$ cat config.mk
export PLATFORM = sky130hd
export DESIGN_NAME = cmd_queue
export DESIGN_NICKNAME = d
export VERILOG_FILES = /design/src/rtl/cmd_queue.sv
export SDC_FILE = /design/constraint.sdc
export NUM_CORES = 1
export LEC_CHECK = 0
export ABC_AREA = 1
export CORE_AREA = 5 5 142 144
export DETAILED_ROUTE_END_ITERATION = 8
export DIE_AREA = 0 0 147 149
export PLACE_DENSITY = 0.74
export SETUP_SLACK_MARGIN = 0.02
export SLEW_MARGIN = 10
export SYNTH_ARGS = -nofsm -noshare
export SYNTH_HDL_FRONTEND = slang
export SYNTH_SLANG_ARGS = --single-unit
$ cat constraint.sdc
create_clock -name i_clk -period 4.67 [get_ports i_clk]
set_clock_uncertainty 0.2 [all_clocks]
set_input_delay 1.1675 -clock i_clk [delete_from_list [all_inputs] [get_ports i_clk]]
set_output_delay 1.1675 -clock i_clk [all_outputs]
set_load 0.05 [all_outputs]
$ cat src/rtl/cmd_queue.sv
// ---------------------------------------------------------------------------
// cmd_queue : command front end for the game engine.
//
// Turns UART key bytes and four debounced button levels into state_type
// commands. Held buttons can auto-repeat. Commands are written into a FIFO
// that takes up to two pushes per cycle, and the engine drains it with a
// valid/ready handshake.
//
// Ports:
//   i_clk        clock
//   i_reset_n    synchronous active-low reset
//   i_rx_valid   one-cycle strobe, i_rx_byte is valid
//   i_rx_byte    received ASCII byte
//   i_btn_level  debounced button levels, 1 = pressed
//   i_flush      synchronous FIFO clear (also clears o_overflow)
//   i_cmd_ready  consumer pops the head entry this cycle
//   o_cmd_valid  FIFO non-empty
//   o_cmd        head entry, NONE when empty
//   o_count      current occupancy
//   o_overflow   sticky flag, a command was dropped
// ---------------------------------------------------------------------------
package cmd_queue_pkg;
   typedef enum logic [3:0] {
      NONE, LEFT, RIGHT, DOWN, DROP, HOLD, ROTATE, ROTATE_REV, BAR
   } state_type;
endpackage

module cmd_queue
   import cmd_queue_pkg::*;
#(
   parameter int         DEPTH         = 16,
   parameter int         REPEAT_DELAY  = 25_000_000,
   parameter int         REPEAT_PERIOD = 5_000_000,
   parameter logic [3:0] REPEAT_MASK   = 4'b1011
) (
   input  logic                       i_clk,
   input  logic                       i_reset_n,
   input  logic                       i_rx_valid,
   input  logic [7:0]                 i_rx_byte,
   input  logic [3:0]                 i_btn_level,
   input  logic                       i_flush,
   input  logic                       i_cmd_ready,
   output logic                       o_cmd_valid,
   output state_type                  o_cmd,
   output logic [$clog2(DEPTH+1)-1:0] o_count,
   output logic                       o_overflow
);

   localparam int CW   = $clog2(DEPTH+1);
   localparam int FW   = CW + 1;
   localparam int PW   = (DEPTH > 1) ? $clog2(DEPTH) : 1;
   localparam int RMAX = (REPEAT_DELAY > REPEAT_PERIOD) ? REPEAT_DELAY : REPEAT_PERIOD;
   localparam int RW   = (RMAX > 1) ? $clog2(RMAX) : 1;
   localparam bit RPT_ON = (REPEAT_DELAY > 0);
   localparam logic [RW-1:0] DLY_LOAD = (REPEAT_DELAY > 0) ? RW'(REPEAT_DELAY - 1) : '0;
   localparam logic [RW-1:0] PER_LOAD = RW'(REPEAT_PERIOD - 1);

   state_type     r_mem [DEPTH];
   logic [PW-1:0] r_wrPtr;
   logic [PW-1:0] r_rdPtr;
   logic [CW-1:0] r_count;
   logic          r_overflow;
   logic [3:0]    r_prevBtn;
   logic [3:0]    r_rptActive;
   logic [RW-1:0] r_rptCnt [4];

   logic          w_uartValid;
   state_type     w_uartCmd;
   logic [3:0]    w_press;
   logic [3:0]    w_fire;
   logic [3:0]    w_event;
   logic          w_btnValid;
   state_type     w_btnCmd;
   logic          w_pop;
   logic [FW-1:0] w_free;
   logic          w_acceptUart;
   logic          w_acceptBtn;
   logic          w_drop;
   logic [PW-1:0] w_wrNext;
   logic [PW-1:0] w_wrNext2;

   // Pointer increment with explicit wrap so non-power-of-two depths work.
   function automatic logic [PW-1:0] nextPtr(input logic [PW-1:0] p);
      return (p == PW'(DEPTH - 1)) ? '0 : p + 1'b1;
   endfunction

   // Keyboard decode: upper and lower case map to the same command.
   always_comb begin
      w_uartValid = 1'b0;
      w_uartCmd   = NONE;
      if (i_rx_valid) begin
         w_uartValid = 1'b1;
         case (i_rx_byte)
            8'h41, 8'h61:        w_uartCmd = LEFT;
            8'h44, 8'h64:        w_uartCmd = RIGHT;
            8'h53, 8'h73:        w_uartCmd = DOWN;
            8'h57, 8'h77, 8'h20: w_uartCmd = DROP;
            8'h43, 8'h63:        w_uartCmd = HOLD;
            8'h58, 8'h78:        w_uartCmd = ROTATE;
            8'h5A, 8'h7A:        w_uartCmd = ROTATE_REV;
            8'h42, 8'h62:        w_uartCmd = BAR;
            default:             w_uartValid = 1'b0;
         endcase
      end
   end

   // A button event is either a fresh press edge or an expired repeat
   // counter. A release in the same cycle as expiry suppresses the repeat.
   always_comb begin
      w_press = i_btn_level & ~r_prevBtn;
      for (int i = 0; i < 4; i++) begin
         w_fire[i] = RPT_ON && REPEAT_MASK[i] && r_rptActive[i] &&
                     i_btn_level[i] && (r_rptCnt[i] == '0);
      end
      w_event = w_press | w_fire;
   end

   // Only one button command per cycle, lowest index wins; others are lost.
   always_comb begin
      w_btnValid = 1'b1;
      w_btnCmd   = NONE;
      if (w_event[0])      w_btnCmd = RIGHT;
      else if (w_event[1]) w_btnCmd = DOWN;
      else if (w_event[2]) w_btnCmd = ROTATE;
      else if (w_event[3]) w_btnCmd = LEFT;
      else                 w_btnValid = 1'b0;
   end

   // Edge-detect register and per-button repeat counters. These keep running
   // through a flush so a held button keeps its repeat cadence.
   always_ff @(posedge i_clk) begin
      if (!i_reset_n) begin
         r_prevBtn   <= '0;
         r_rptActive <= '0;
         for (int i = 0; i < 4; i++) r_rptCnt[i] <= '0;
      end else begin
         r_prevBtn <= i_btn_level;
         for (int i = 0; i < 4; i++) begin
            if (!(RPT_ON && REPEAT_MASK[i])) begin
               r_rptActive[i] <= 1'b0;
            end else if (w_press[i]) begin
               r_rptActive[i] <= 1'b1;
               r_rptCnt[i]    <= DLY_LOAD;
            end else if (!i_btn_level[i]) begin
               r_rptActive[i] <= 1'b0;
            end else if (r_rptActive[i]) begin
               r_rptCnt[i] <= (r_rptCnt[i] == '0) ? PER_LOAD : r_rptCnt[i] - 1'b1;
            end
         end
      end
   end

   // Admission: a pop in this cycle frees its slot for this cycle's pushes.
   // The UART command is placed first so it takes the last free slot.
   always_comb begin
      w_pop        = i_cmd_ready && (r_count != '0);
      w_free       = FW'(DEPTH) - {1'b0, r_count} + FW'(w_pop);
      w_acceptUart = w_uartValid && (w_free != '0);
      w_acceptBtn  = w_btnValid && (w_free > FW'(w_acceptUart));
      w_drop       = (w_uartValid && !w_acceptUart) || (w_btnValid && !w_acceptBtn);
      w_wrNext     = nextPtr(r_wrPtr);
      w_wrNext2    = nextPtr(w_wrNext);
   end

   // Storage array; contents are meaningless outside the occupied window so
   // it needs no reset.
   always_ff @(posedge i_clk) begin
      if (i_reset_n && !i_flush) begin
         if (w_acceptUart) r_mem[r_wrPtr] <= w_uartCmd;
         if (w_acceptBtn)  r_mem[w_acceptUart ? w_wrNext : r_wrPtr] <= w_btnCmd;
      end
   end

   // Pointers, occupancy and the sticky overflow flag. Flush discards any
   // push or pop presented in the same cycle.
   always_ff @(posedge i_clk) begin
      if (!i_reset_n) begin
         r_wrPtr    <= '0;
         r_rdPtr    <= '0;
         r_count    <= '0;
         r_overflow <= 1'b0;
      end else if (i_flush) begin
         r_wrPtr    <= '0;
         r_rdPtr    <= '0;
         r_count    <= '0;
         r_overflow <= 1'b0;
      end else begin
         if (w_pop) r_rdPtr <= nextPtr(r_rdPtr);
         if (w_acceptUart && w_acceptBtn)     r_wrPtr <= w_wrNext2;
         else if (w_acceptUart || w_acceptBtn) r_wrPtr <= w_wrNext;
         r_count <= r_count + CW'(w_acceptUart) + CW'(w_acceptBtn) - CW'(w_pop);
         if (w_drop) r_overflow <= 1'b1;
      end
   end

   // Outputs come from registered state only.
   assign o_cmd_valid = (r_count != '0);
   assign o_cmd       = (r_count != '0) ? r_mem[r_rdPtr] : NONE;
   assign o_count     = r_count;
   assign o_overflow  = r_overflow;

endmodule

==> results of run 1 <==
-- routing by layer --
metal  global-route usage (%)  up-vias
met4                     8.20        0
met3                     3.86       46
li1                         -     4483
met5                        0        -
met1                     30.2     3958
met2                     36.1      309
-- metrics by stage --
| stage | hold WS [ns] | setup slack (ns) |
|---|---|---|
| floorplan | 0.264 | 0.0681 |
| global placement | 0.281 | -0.00850 |
| detailed placement | 0.298 | -0.102 |
| CTS | 0.313 | 0.181 |
| global route | 0.335 | 0.0767 |
| finish | 0.306 | 0.331 |
-- path summary, 6_finish.rpt --
check	slack [ns]	to
worst min-delay path	0.31	r_mem[6][3]
worst max-delay path	0.33	o_count[4]
worst max register to register	0.65	o_count[4]
worst min register to register	0.31	r_mem[6][3]
-- tightest hold or removal path: stages, from the launching register on --
cell and delay (ns):
dfxtp_1 0.33, a21oi_1 0.06, nor2_1 0.09
-- sequential cells by signal, indices dropped and copies added (netlist names), named ones only --
register / cells
r_wrPtr: 4
r_mem: 64
o_count: 5
r_rptActive: 3
o_overflow: 1
r_rdPtr: 4
r_prevBtn: 4
r_rptCnt: 75
-- Yosys cell counts, drive strengths merged (2+ instances only) --
cell type and n:
a21oi 59, a31oi 6, buf 12, clkbuf 20, clkinv 3, dfxtp 41, edfxtp 123, fa 2
ha 21, inv 159, mux2i 2, nand2 310, nand3 102, nand3b 2, nand4 15, nor2 260
nor3 32, o211ai 4, o21a 3, o21ai 83, o221ai 14, o22ai 2, o31ai 5, or2 6
xnor2 19, xor2 19
-- power breakdown --
part	internal [mW]	switching, mW
Clock	0.850	0.605
Combinational	0.500	0.965
Sequential	1.67	0.0988
-- cell type report --
type | count | area, um^2
Tap cell | 234 | 293
Timing Repair Buffer | 65 | 568
Fill cell | 1603 | 7130
Inverter | 162 | 608
Clock inverter | 13 | 171
Clock buffer | 19 | 433
Multi-Input combinational cell | 972 | 4860
Sequential cell | 164 | 4520
-- logic make-up after synthesis --
kind of cell | Yosys count | synth area share [%]
compound gates | 180 | 10.1
buf+inv | 194 | 7.74
xor+xnor | 38 | 3.28
simple gates | 729 | 31.2
flops | 164 | 44.5
mux | 2 | 0.197
fa+ha+maj | 23 | 2.98
==> results.json, run 1 <==
{
  "final_nets": 1422,
  "hold_path.class": "reg2reg",
  "layout_commonest_cell": "nand2_1",
  "finalSetupTns_ns": 0,
  "setup_viol": 0,
  "place.port_buffers": 27,
  "leakage_nw": 5.04,
  "synthFlopType": "edfxtp_1",
  "insertion_delay_ns": 0.44,
  "hpwl_um": 17100,
  "cp_slowest_stage_delay_ns": 0.45,
  "worstPathArrival_ns": 4.47,
  "avgViaCountPerCell": 5.40,
  "grt_pass1_wl_um": 39800,
  "cts_tree": "yes",
  "r2r-start": "o_count[2]",
  "ff2ff_path_depth": 27,
  "fp.dieArea_mm2": 0.0219,
  "max_cap_violations": 0,
  "yosysSeqAreaShare_pct": 44.5,
  "die_x_um": 147,
  "wl_um": 23600,
  "placed_cells": 1597,
  "slew_viol_final": 0,
  "async_flop_share_pct": 0,
  "worstSetupStartpointType": "primary input",
  "grtUsageTotal_pct": 22.3,
  "wl_met2_um": 10900,
  "core_mm2": 0.0186,
  "syn_area_per_cell_um2": 7.63,
  "postCtsSetupBuffers": 0,
  "max_freq_mhz": 230,
  "fin_area_mm2": 0.0114,
  "first_iter_violations": 860,
  "path_depth": 25,
  "synth_cells": 1330,
  "layout-drive-gt1-share_pct": 9.18,
  "num_io_pins": 28,
  "drt_pass1_iterations": 8,
  "synth_top_area_share_pct": 36.4,
  "start_util_pct": 54.6,
  "worst_hold_path.num_cells": 2,
  "ctsHtreeMaxLevel": 4,
  "hold_start": "r_mem[6][3]",
  "die_h_um": 149,
  "cts-root-buf": "clkbuf_16",
  "n_antenna_cell": 0,
  "synth_area_leaders": "edfxtp_1 36%, nand2_1 11%, nor2_1 8.8%, dfxtp_1 8.1%, inv_1 5.7%",
  "rsz0062_at_grt": "no",
  "p_total_mw": 4.69,
  "synth_largest_area_cell": "edfxtp_1",
  "numCtsBuffers": 17,
  "finalHoldViolCount": 0,
  "syn_to_final_growth_pct": 12.8,
  "fin_util_pct": 61.6,
  "hold_buffers": 0,
  "wl_met1_um": 10500,
  "antenna_found_initial": 0,
  "ys_types": 46,
  "vias": 8796,
  "cp-end-kind": "flop",
  "drtAntennaViolNets": 0,
  "drt-wirelength-per-cell_um": 14.5,
  "grt_overflow": 0,
  "vdd_drop_max_mv": 0.648,
  "grt_pass1_vias": 8312,
  "worstSetupPathType": "in2reg",
  "clk_pin_slew_ns": 0.07,
  "p_per_area_mw_per_mm2": 410,
  "fin_crit_sh_pct": 92.9,
  "placedInstanceArea_mm2": 0.0108,
  "cts_buffer_depth": 2,
  "rows": 50,
  "critPathRequiredTime_ns": 4.80,
  "path_delay_family": "adder cells",
  "crit_buf_inv": 4,
  "cp_slowest_cell": "clkdlybuf4s50_1",
  "grt_max_degree": 27,
  "post_cts_resize_count": 0,
  "yosys_register_bits": 164,
  "relSlewSlack_pct": 46.0,
  "top_layer_used": "met4",
  "synth_nets": 1370,
  "status": "completed",
  "yosysWarnings": 0,
  "final_cell_mix": "297 x nand2_1, 235 x nor2_1, 155 x inv_1",
  "clkSinkCount": 164,
  "crit_path_start": "i_cmd_ready",
  "synth_edf_count": 123,
  "path_max_fanout": 2,
  "fin_cells": 1629,
  "synth_area_mm2": 0.0101,
  "period_minus_slack_ns": 4.34,
  "tightest_slew_ns": 0.809,
  "post-route-drc-count": 0,
  "met3_length_um": 1590,
  "place_congestion": 0.888,
  "critPathMostFrequentCell": "nand2_1"
}
(Power assumes the default switching activity.)
==> inputs of run 2 (changes only) <==
--- a/config.mk
+++ b/config.mk
@@ -5,10 +5,10 @@
 export SDC_FILE = /design/constraint.sdc
 export NUM_CORES = 1
 export LEC_CHECK = 0
-export ABC_AREA = 1
-export CORE_AREA = 5 5 142 144
+export CORE_AREA = 5 5 140 142
 export DETAILED_ROUTE_END_ITERATION = 8
-export DIE_AREA = 0 0 147 149
+export DIE_AREA = 0 0 145 147
+export GPL_TIMING_DRIVEN = 0
 export PLACE_DENSITY = 0.74
 export SETUP_SLACK_MARGIN = 0.02
 export SLEW_MARGIN = 10
==> run 2 against run 1 <==
Design area fell by 0.71%. Synthesized cell count fell by 29%. Maximum frequency fell by 3.4%. Global-route usage rose by 0.25 points. Total power rose by 1.7%. Via count fell by 13%. Worst setup slack got worse by 0.15 ns. Final cell count fell by 23%. Core utilization rose by 0.40 points. Synthesized area fell by 3.1%. Clock power barely moved. Count of clock-buffer cells in the layout rose by 4. Critical path type is now reg2out. Critical endpoint is now o_cmd[1]. Highest routed layer unchanged.
==> results.json, run 2 <==
{
  "ff2ff_setup_slack_ns": 0.36,
  "n_antenna_cell": 0,
  "yosysWarnings": 0,
  "drtAntennaViolNets": 0,
  "core_mm2": 0.0183,
  "post-route-drc-count": 0,
  "grt_overflow": 0,
  "hold_path.class": "reg2reg",
  "synth_area_leaders": "edfxtp_1 38%, dfxtp_1 8.3%, mux2i_1 5.5%, mux4_2 4.6%, nand2_1 3.5%",
  "first_iter_violations": 757,
  "ctsHtreeMaxLevel": 4,
  "die_h_um": 147,
  "ff2ff_path_depth": 25,
  "yosys_register_bits": 164,
  "place_congestion": 0.921,
  "clkSinkCount": 164,
  "insertion_delay_ns": 0.44,
  "vdd_drop_max_mv": 0.504,
  "r2r-start": "o_count[2]",
  "syn_area_per_cell_um2": 10.4,
  "grt_pass1_vias": 7398,
  "fin_ws_ns": 0.180,
  "vias": 7663,
  "grt_pass1_wl_um": 38800,
  "max_cap_violations": 0,
  "drt-wirelength-per-cell_um": 19.4,
  "yosysSeqAreaShare_pct": 45.9,
  "avgViaCountPerCell": 6.14,
  "synth_most_common_cell": "edfxtp_1",
  "p_per_area_mw_per_mm2": 420,
  "synth_largest_area_cell": "edfxtp_1",
  "tightest_slew_ns": 1.07,
  "syn_to_final_growth_pct": 15.6,
  "hpwl_um": 17000,
  "ys_types": 73,
  "final_nets": 1041,
  "period_minus_slack_ns": 4.49,
  "worstPathArrival_ns": 3.12,
  "cts-root-buf": "clkbuf_16",
  "critPathMostFrequentCell": "mux4_2",
  "place.port_buffers": 26,
  "top_register": "r_rptCnt",
  "cts_tree": "yes",
  "hold_buffers": 0,
  "layout_commonest_cell": "edfxtp_1",
  "path_max_fanout": 10,
  "yosys-top-cells-count": "123 x edfxtp_1, 91 x nand2_1, 82 x nor2_1, 54 x mux2i_1, 48 x a21oi_1",
  "fin_crit_sh_pct": 96.2,
  "path_delay_family": "multiplexers",
  "num_io_pins": 28,
  "clk_pin_slew_ns": 0.07,
  "crit_chain": "buf_4 > mux4_2 > mux4_2 > and2_1 > clkdlybuf4s50_1",
  "fin_util_pct": 62.0,
  "leakage_nw": 4.09,
  "numCtsBuffers": 17,
  "synth_edf_count": 123,
  "grtUsageTotal_pct": 22.5,
  "synth_top_area_share_pct": 37.6,
  "slew_viol_final": 0,
  "r2r_end": "o_count[4]",
  "p_total_mw": 4.77,
  "status": "completed",
  "async_flop_share_pct": 0,
  "cp_slowest_cell": "clkdlybuf4s50_1",
  "max_freq_mhz": 223,
  "setup_viol": 0,
  "relSlewSlack_pct": 28.7,
  "synth_area_mm2": 0.00983,
  "layout-drive-gt1-share_pct": 13.7,
  "critPathRequiredTime_ns": 3.30,
  "dp_slack_ns": -1.30,
  "finalHoldViolCount": 0,
  "synth_nets": 986,
  "rsz0062_at_grt": "no",
  "antenna_found_initial": 0,
  "wl_um": 24200,
  "crit_end": "o_cmd[1]",
  "largest_register_ffs": 75,
  "final_cell_mix": "123 x edfxtp_1, 90 x nand2_1, 80 x nor2_1",
  "cp_slowest_stage_delay_ns": 0.69,
  "rows": 50,
  "start_util_pct": 53.6,
  "worstSetupStartpointType": "flop",
  "worstSetupPathType": "reg2out",
  "grt_max_degree": 26,
  "cp-end-kind": "primary output",
  "drt_pass1_iterations": 5,
  "fp.dieArea_mm2": 0.0213,
  "crit_buf_inv": 2,
  "path_depth": 5,
  "synthFlopType": "edfxtp_1",
  "synth_cells": 946,
  "cts_buffer_depth": 2,
  "die_x_um": 145
}
## run 2: cell types whose count changed in the layout (fill, tap and decap cells not counted), moves of 19 or more
cell	before	now
nand3_1	97	29
inv_1	155	27
mux4_2	0	20
mux2i_1	2	53
nand2_1	297	90
or3_1	0	20
buf_4	37	16
and2_1	0	19
clkbuf_1	2	26
nor2_1	235	80
o21ai_0	76	33
## run 2: final cells by class
type | instances | area, um^2
Fill cell | 1500 | 6960
Multi-Input combinational cell | 712 | 5250
Sequential cell | 164 | 4520
Clock buffer | 23 | 520
Timing Repair Buffer | 42 | 393
Tap cell | 234 | 293
Buffer | 35 | 166
Clock inverter | 9 | 113
Inverter | 29 | 111
## run 2: report_power, final
part           total, mW  internal, mW  switching, mW
Sequential          1.75          1.66         0.0893
Clock               1.48         0.897          0.588
Combinational       1.53         0.604          0.928
## run 2: worst min-delay path by stage
stage / slack [ns] / to / depth (start not counted) / start
final: 0.29 / r_mem[10][3] / 2 / r_mem[10][3]
after global routing: 0.33 / r_mem[4][3] / 2 / r_mem[4][3]
after CTS: 0.29 / r_mem[10][3] / 2 / r_mem[10][3]
after detailed placement: 0.28 / r_mem[1][3] / 2 / r_mem[1][3]
after global placement: 0.27 / r_mem[10][3] / 2 / r_mem[10][3]
after floorplan: 0.25 / r_mem[10][3] / 2 / r_mem[10][3]
## run 2: per-layer routing
layer | vias to the layer above | GRT usage, % | wire [um]
li1 | 3631 | - | -
met5 | - | 0 | 0
met1 | 3702 | 30.1 | 10500
met3 | 52 | 4.26 | 1550
met4 | 0 | 8.80 | 687
met2 | 278 | 36.5 | 11400
## run 2: cell families (layout without fill, tap and decap cells)
| family | after synthesis | in the layout | share of synthesized area (%) |
|---|---|---|---|
| AOI/OAI and AO/OA | 162 | 162 | 11.2 |
| xor gates and xnor gates | 66 | 66 | 5.88 |
| adders and majority gates | 23 | 23 | 3.08 |
| buffers and inverters | 70 | 138 | 2.85 |
| DFF | 164 | 164 | 45.9 |
| muxes | 83 | 83 | 11.1 |
| and+or+nand+nor | 378 | 378 | 20.0 |
## run 2: worst reg2reg max path, cell delays in order, from the launching register on
cell and delay [ns]:
dfxtp_2 0.34, inv_1 0.12, ha_1 0.26, nand3_4 0.16, nand2_4 0.15, ha_4 0.14
inv_1 0.04, ha_2 0.17, nor3b_1 0.19, a31o_2 0.16, a41o_4 0.25, a21oi_4 0.05
buf_8 0.16, ha_4 0.28, nor2_4 0.04, nor2_4 0.16, a21oi_4 0.05, inv_2 0.11
fa_2 0.19, inv_1 0.06, fa_2 0.38, a21oi_2 0.13, nor2_1 0.05, nor2_1 0.13
xor2_1 0.16, nor2_1 0.05
## run 2: timing repair
action,4_1_cts,5_1_grt
setup endpoints to repair,111,57
resized for setup,23,18
hold endpoints to repair,0,0
buffers inserted,7,8
pin swaps,5,6
## run 2: metrics by stage
stage | TNS, ns | cell area, um^2 | instances | hold WS, ns
5_1_grt | 0 | 11400 | 1248 | 0.326
4_1_cts | 0 | 11200 | 1241 | 0.294
6_report | 0 | 11400 | 1248 | 0.294
3_3_place_gp | -85.97 | 10500 | 1206 | 0.272
3_5_place_dp | -92.39 | 10500 | 1207 | 0.283
2_1_floorplan | -0.00457 | 9940 | 946 | 0.254
